[src/rtl/reg_write_arbiter.sv]
`default_nettype none
// +--------------------------------------------------------------------------+
// | Module      : reg_write_arbiter                                          |
// | Description : Four requesters compete for write access to one shared     |
// |               WIDTH-bit register. The default build uses round-robin     |
// |               arbitration. Defining ARB_FIXED_PRIO_EN switches to fixed  |
// |               priority, where requester 0 is highest.                    |
// |               Each write passes through IDLE -> GRANT -> WRITE. A        |
// |               requester that drops REQ during GRANT aborts its write.    |
// | Ports       : clk   - clock, rising edge                                 |
// |               rst   - asynchronous active-high reset                     |
// |               req   - [3:0] write request, bit i = requester i           |
// |               d     - [4*WIDTH-1:0] data, requester i at [i*WIDTH+:WIDTH]|
// |               gnt   - [3:0] registered one-hot grant                     |
// |               ack   - [3:0] registered one-hot write-complete pulse      |
// |               q     - [WIDTH-1:0] shared register contents               |
// |               busy  - high whenever the FSM is not in IDLE               |
// | Macro       : ARB_FIXED_PRIO_EN (fixed priority instead of round-robin)  |
// | Revision    : 1.0 - initial release                                      |
// +--------------------------------------------------------------------------+
module reg_write_arbiter #(
  parameter int WIDTH = 8
) (
  input  logic               clk,
  input  logic               rst,
  input  logic [3:0]         req,
  input  logic [4*WIDTH-1:0] d,
  output logic [3:0]         gnt,
  output logic [3:0]         ack,
  output logic [WIDTH-1:0]   q,
  output logic               busy
);

  localparam logic [1:0] S_IDLE  = 2'd0;
  localparam logic [1:0] S_GRANT = 2'd1;
  localparam logic [1:0] S_WRITE = 2'd2;

  logic [1:0]       r_state;
  logic [1:0]       w_state_nxt;
  logic [1:0]       r_winner;
  logic [1:0]       w_winner_nxt;
  logic [1:0]       w_pick;
  logic [3:0]       r_gnt;
  logic [3:0]       w_gnt_nxt;
  logic [3:0]       r_ack;
  logic [3:0]       w_ack_nxt;
  logic [WIDTH-1:0] r_q;
  logic [WIDTH-1:0] w_q_nxt;
  logic [WIDTH-1:0] w_slice [4];

  // Split the packed data bus into per-requester slices.
  generate
    for (genvar gi = 0; gi < 4; gi++) begin : g_slice
      assign w_slice[gi] = d[gi*WIDTH +: WIDTH];
    end
  endgenerate

`ifdef ARB_FIXED_PRIO_EN
  // Fixed priority: the lowest-index active requester wins.
  always_comb begin
    w_pick = 2'd0;
    for (int i = 3; i >= 0; i--) begin
      if (req[i]) w_pick = 2'(i);
    end
  end
`else
  logic [1:0] r_last;
  logic [7:0] w_req2;
  logic [3:0] w_rot;
  logic [1:0] w_off;
  logic       w_commit;

  // Rotate the requests so that bit 0 is requester last+1. The first set
  // bit then gives the offset of the winner from last+1. The 2-bit add
  // wraps modulo 4.
  assign w_req2 = {req, req};
  assign w_rot  = w_req2[{1'b0, r_last} + 3'd1 +: 4];

  always_comb begin
    w_off = 2'd0;
    for (int i = 3; i >= 0; i--) begin
      if (w_rot[i]) w_off = 2'(i);
    end
  end

  assign w_pick   = r_last + 2'd1 + w_off;
  assign w_commit = (r_state == S_GRANT) && req[r_winner];

  // LAST resets to 3, so the first search after reset starts at requester 0.
  always_ff @(posedge clk or posedge rst) begin
    if (rst) begin
      r_last <= 2'd3;
    end else if (w_commit) begin
      r_last <= r_winner;
    end
  end
`endif

  // State register
  always_ff @(posedge clk or posedge rst) begin
    if (rst) begin
      r_state <= S_IDLE;
    end else begin
      r_state <= w_state_nxt;
    end
  end

  // Next-state logic
  always_comb begin
    w_state_nxt = r_state;
    case (r_state)
      S_IDLE:  if (|req) w_state_nxt = S_GRANT;
      S_GRANT: w_state_nxt = req[r_winner] ? S_WRITE : S_IDLE;
      S_WRITE: w_state_nxt = S_IDLE;
      default: w_state_nxt = S_IDLE;
    endcase
  end

  // Output logic. This block computes the values that the registered
  // outputs take at the next edge. Outside IDLE and GRANT the grant and ack
  // values default to zero. This makes each ACK a single-cycle pulse and
  // keeps GNT and ACK mutually exclusive.
  always_comb begin
    w_gnt_nxt    = 4'b0000;
    w_ack_nxt    = 4'b0000;
    w_q_nxt      = r_q;
    w_winner_nxt = r_winner;
    case (r_state)
      S_IDLE: begin
        if (|req) begin
          w_winner_nxt = w_pick;
          w_gnt_nxt    = 4'b0001 << w_pick;
        end
      end
      S_GRANT: begin
        // If the winner still requests, commit its data. If it has
        // dropped REQ, abort silently and leave Q untouched.
        if (req[r_winner]) begin
          w_q_nxt   = w_slice[r_winner];
          w_ack_nxt = 4'b0001 << r_winner;
        end
      end
      default: ;
    endcase
  end

  // Registered outputs and winner latch
  always_ff @(posedge clk or posedge rst) begin
    if (rst) begin
      r_gnt    <= 4'b0000;
      r_ack    <= 4'b0000;
      r_q      <= '0;
      r_winner <= 2'd0;
    end else begin
      r_gnt    <= w_gnt_nxt;
      r_ack    <= w_ack_nxt;
      r_q      <= w_q_nxt;
      r_winner <= w_winner_nxt;
    end
  end

  assign gnt  = r_gnt;
  assign ack  = r_ack;
  assign q    = r_q;
  assign busy = (r_state != S_IDLE);

endmodule
`default_nettype wire
[config.mk]
export PLATFORM = sky130hd
export DESIGN_NAME = reg_write_arbiter
export DESIGN_NICKNAME = d
export VERILOG_FILES = /design/src/rtl/reg_write_arbiter.sv
export SDC_FILE = /design/constraint.sdc
export NUM_CORES = 1
export LEC_CHECK = 0
export ABC_AREA = 1
export CAP_MARGIN = 15
export CORE_UTILIZATION = 42
export DETAILED_ROUTE_END_ITERATION = 8
export GPL_ROUTABILITY_DRIVEN = 0
export GPL_TIMING_DRIVEN = 0
export PLACE_DENSITY = 0.83
export SYNTH_ARGS = -nofsm -noshare
export SYNTH_HDL_FRONTEND = slang
export SYNTH_SLANG_ARGS = --single-unit
[constraint.sdc]
create_clock -name clk -period 1.9 [get_ports clk]
set_input_delay 0.285 -clock clk [delete_from_list [all_inputs] [get_ports clk]]
set_output_delay 0.285 -clock clk [all_outputs]
set_load 0.02 [all_outputs]
==> impl.org <==
** Cells and area
- The net count of the finished layout is 267.
- Layout filler cell count :: 211
- Post-Layout Inst Area :: 2140 um^2
- # diodes :: 0
- From synthesis to final layout, the design area changed by 66.1%.
- Proportion of layout cells with a drive suffix above 1 :: 29.2%
- Final core utilization :: 75.8%

** Global route
- The via count of the first global-routing pass came to 1,262.
- Global routing used 23.0% of the available tracks across all layers.
- The number of antenna violations at the first check in global routing came to 0.
- Global routing finished with a remaining overflow of 0.
- Entering global routing, the biggest net connects 23 pins.
- The first global-routing pass estimated 5.81 mm of wire.

** Detailed routing
- Via total after detailed routing :: 1,429
- Routed WL per cell :: 15.7 um
- Detailed-route DRC error count :: 2
- Number of detailed-route iterations in the first pass :: 6
- Vias per std cell :: 5.56
- Routed WL :: 4.03 mm
- Residual antenna-violating net count after detailed routing :: 0
- The first routing iteration left 151 violations.

** Logic synthesis
- For this run, the leading register cell type out of synthesis is sky130_fd_sc_hd__dfrtp_1.
- After synthesis, the largest area contributor takes up 38.8% of total cell area.
- Post-synthesis net count :: 200
- Flops & latches, synth :: 22
- In this run the cell area of the synthesized design comes to 1290 um^2.
- By count the netlist is led by 53 x sky130_fd_sc_hd__nand2_1, 28 x sky130_fd_sc_hd__nand3_1, 20 x sky130_fd_sc_hd__dfrtp_1.
- The most common cell in the synthesized netlist is sky130_fd_sc_hd__nand2_1.
- The synthesized design contains 0 enable-type register cells.
- The synthesized netlist contains 23 unique library cells.
- Sequential cells were found to cover 42.8% of the synthesized design area.
- Mean instance size in the synthesized netlist :: 8.07 um^2
- Summed over all instances, the cell type with the most area after synthesis is sky130_fd_sc_hd__dfrtp_1.
- For this run, asynchronously set or reset flops after synthesis account for 100%.
- Ranked by total cell area, the synthesized netlist is headed by sky130_fd_sc_hd__dfrtp_1 39%, sky130_fd_sc_hd__nand2_1 15%, sky130_fd_sc_hd__nand3_1 11%, sky130_fd_sc_hd__o21ai_2 6.8%, sky130_fd_sc_hd__dfstp_2 4.1%.
- Cells after synthesis :: 160
- YS warnings :: 0

** Critical path
- Data required time at the worst endpoint :: 2.15 ns
- The critical path is of the reg2reg type.
- Termination of the worst setup path :: gnt[1]
- Start point of the critical path :: r_last[0]
- The setup check on the worst reg-to-reg path leaves a slack of -0.07 ns.
- Arrival time worst endpoint :: 2.22 ns
- Launch instance of the worst register-to-register path :: r_last[0]
- STA classifies the critical path endpoint as a register.
- End of the worst register-to-register path :: gnt[1]
- Critical path fanouts, max :: 4
- STA classifies the critical path startpoint as a register.
- Depth of the most critical reg-to-reg path :: 9

** STA
- Final Max Tran Viols :: 0
- Subtracting the final worst setup slack from the clock period gives 1.97 ns.
- At the pin with the least slew margin, the transition time is 0.836 ns.
- The worst pin sits at a relative slew slack of 44.2%.
- Post-route clock period utilization :: 104%
- Derived from the worst setup path, the maximum achievable clock frequency is 0.507 GHz.
- Setup repair after global routing could not meet its margin everywhere.
- The final-report hold violation count is 0.
- Setup violations remaining at the end of the flow were counted as 5.
- Setup WS post-layout :: -0.0724 ns
- The clock arrives with 0.00584 ns of skew.

** Floorplan
- The initial utilization of the core area, before any placement, comes to 45.6%.
- Die X :: 57.4 um
- Number of placement rows :: 19
- Total Die Area :: 3300 um^2
- For this design the top-level I/O count stands at 55.
- Die height :: 57.4 um
- Floorplan core area :: 2830 um^2

** Power and ir drop
- Combinational cell fraction of total power :: 67.9%
- Net switching is 47.0% of the power.
- Clk network pwr share :: 10.0%
- Total leakage power :: 0.978 nW
- P_int :: 0.00195 W
- Part of the total power dissipated in sequential elements :: 22.1%
- Switching power :: 0.00173 W
- The worst-case IR drop observed on VDD is 885 uV.
- Total power density per cell area :: 1710 nW/um^2

** CTS
- TritonCTS built the clock tree.
- Clock-pin slew was measured on the worst setup and hold paths at 0.13 ns.
- Buffers inserted to repair hold after CTS numbered 0.
- Maximum count of clock buffers along a single path :: 2
- CTS HTree Levels :: 1
- CTS sink cnt :: 22
- The root buffer cell chosen for the clock tree is sky130_fd_sc_hd__clkbuf_4.
- CTS Buf Count :: 3
- Insertion delay to the later sink of the worst-skew pair :: 0.31 ns

** Hold path
- Path category of the worst min-delay check :: in2async

** Placed design
- Setup Slack @ Placement :: -0.242 ns
- The placed instances occupy a cell area of 1870 um^2.
- Port buffering added 54 buffers.
- Estimated wirelength of the detail-placed design :: 2.57 mm

** Run
- The tool flagged a number of max-cap violations equal to 0.

** Run status
- The flow ran to the end, but the final reports show violations.
- Violations in the final reports :: DRC, setup timing
==> critical path: stages, from the launching register on <==
cell                      delay (ns)
sky130_fd_sc_hd__dfstp_2        0.62
sky130_fd_sc_hd__buf_6          0.14
sky130_fd_sc_hd__nand2_2        0.06
sky130_fd_sc_hd__nand3_1        0.12
sky130_fd_sc_hd__nand2_1        0.09
sky130_fd_sc_hd__nand2_1        0.09
sky130_fd_sc_hd__nand2_2        0.09
sky130_fd_sc_hd__ha_1           0.28
sky130_fd_sc_hd__or2_2          0.31
sky130_fd_sc_hd__a21oi_1        0.11
==> how the worst min path moves through the flow <==
stage	from	to	slack, ns
2_1_floorplan	rst	ack[0]	0.27
3_3_place_gp	q[6]	q[6]	0.46
6_report	rst	gnt[2]	0.43
4_1_cts	rst	q[7]	0.45
5_1_grt	rst	gnt[2]	0.49
3_5_place_dp	q[6]	q[6]	0.47
==> per-layer routing <==
| layer | track usage (%) | up-vias | routed length, um |
|---|---|---|---|
| met5 | 0 | - | 0 |
| met4 | 8.01 | 0 | 121 |
| met3 | 3.63 | 17 | 175 |
| met2 | 41.7 | 59 | 2180 |
| met1 | 27.3 | 695 | 1560 |
| li1 | - | 658 | - |
==> sequential cells by signal, summed over array words and instances (netlist names) <==
| register | flops |
|---|---|
| q | 8 |
| ack | 4 |
| gnt | 4 |
| r_last | 2 |
| r_state | 2 |
| r_winner | 2 |
==> final cells by class <==
class / count / area, um^2 / share of cell area (%)
multi-input cells: 120 / 795 / 37.0
repair buffers: 63 / 616 / 28.7
flip-flops and latches: 22 / 553 / 25.8
inverters: 12 / 47.5 / 2.22
plain buffers: 5 / 42.5 / 1.98
well taps: 31 / 38.8 / 1.81
clock inverters: 1 / 30.0 / 1.40
clock buffers: 3 / 22.5 / 1.05
==> what timing repair did <==
| item | 4_1_cts | 5_1_grt |
|---|---|---|
| endpoints found under the setup margin | 5 | 5 |
| cloned | 0 | 0 |
| buffers inserted | 6 | 3 |
| resized for setup | 8 | 29 |
| pin swaps | 4 | 11 |
==> cells by family (layout without fill, tap and decap cells) <==
family	after synthesis	count (layout)	synth area share, %
xor+xnor	1	1	0.678
fa+ha+maj	2	2	1.94
buf+inv	18	84	7.17
compound gates	21	21	11.2
flops	22	22	42.8
simple gates	96	96	36.1
==> cell usage in the layout (no fill, tap or decap), types with 2 or more instances in the layout <==
cell type / n
sky130_fd_sc_hd__nand2_1: 41
sky130_fd_sc_hd__a21oi_1: 10
sky130_fd_sc_hd__buf_6: 5
sky130_fd_sc_hd__nor2_1: 5
sky130_fd_sc_hd__buf_4: 7
sky130_fd_sc_hd__nand2_2: 7
sky130_fd_sc_hd__dfrtp_1: 20
sky130_fd_sc_hd__nand3_4: 4
sky130_fd_sc_hd__clkdlybuf4s50_1: 54
sky130_fd_sc_hd__o21ai_2: 10
sky130_fd_sc_hd__nand3_1: 21
sky130_fd_sc_hd__nand3_2: 4
sky130_fd_sc_hd__inv_2: 5
sky130_fd_sc_hd__dfstp_2: 2
sky130_fd_sc_hd__nand2_4: 6
sky130_fd_sc_hd__clkbuf_4: 3
sky130_fd_sc_hd__inv_1: 5
sky130_fd_sc_hd__nor3_2: 4
==> power groups by stage <==
stage	clock network (W)	logic, W	registers [W]
2_1_floorplan	0	0.00120	0.000905
3_3_place_gp	0	0.00186	0.000777
3_5_place_dp	0	0.00192	0.000784
4_1_cts	0.000369	0.00210	0.000796
5_1_grt	0.000395	0.00268	0.000830
6_report	0.000367	0.00249	0.000813
==> metrics by stage <==
step	setup TNS, ns	instances	power, W	hold slack (ns)
5_1_grt	-0.669	257	0.00390	0.487
3_5_place_dp	-0.981	245	0.00270	0.467
4_1_cts	-0.00493	254	0.00327	0.454
3_3_place_gp	-0.576	245	0.00263	0.464
6_report	-0.218	257	0.00367	0.425
2_1_floorplan	0	160	0.00211	0.273
(Power assumes the default switching activity.)
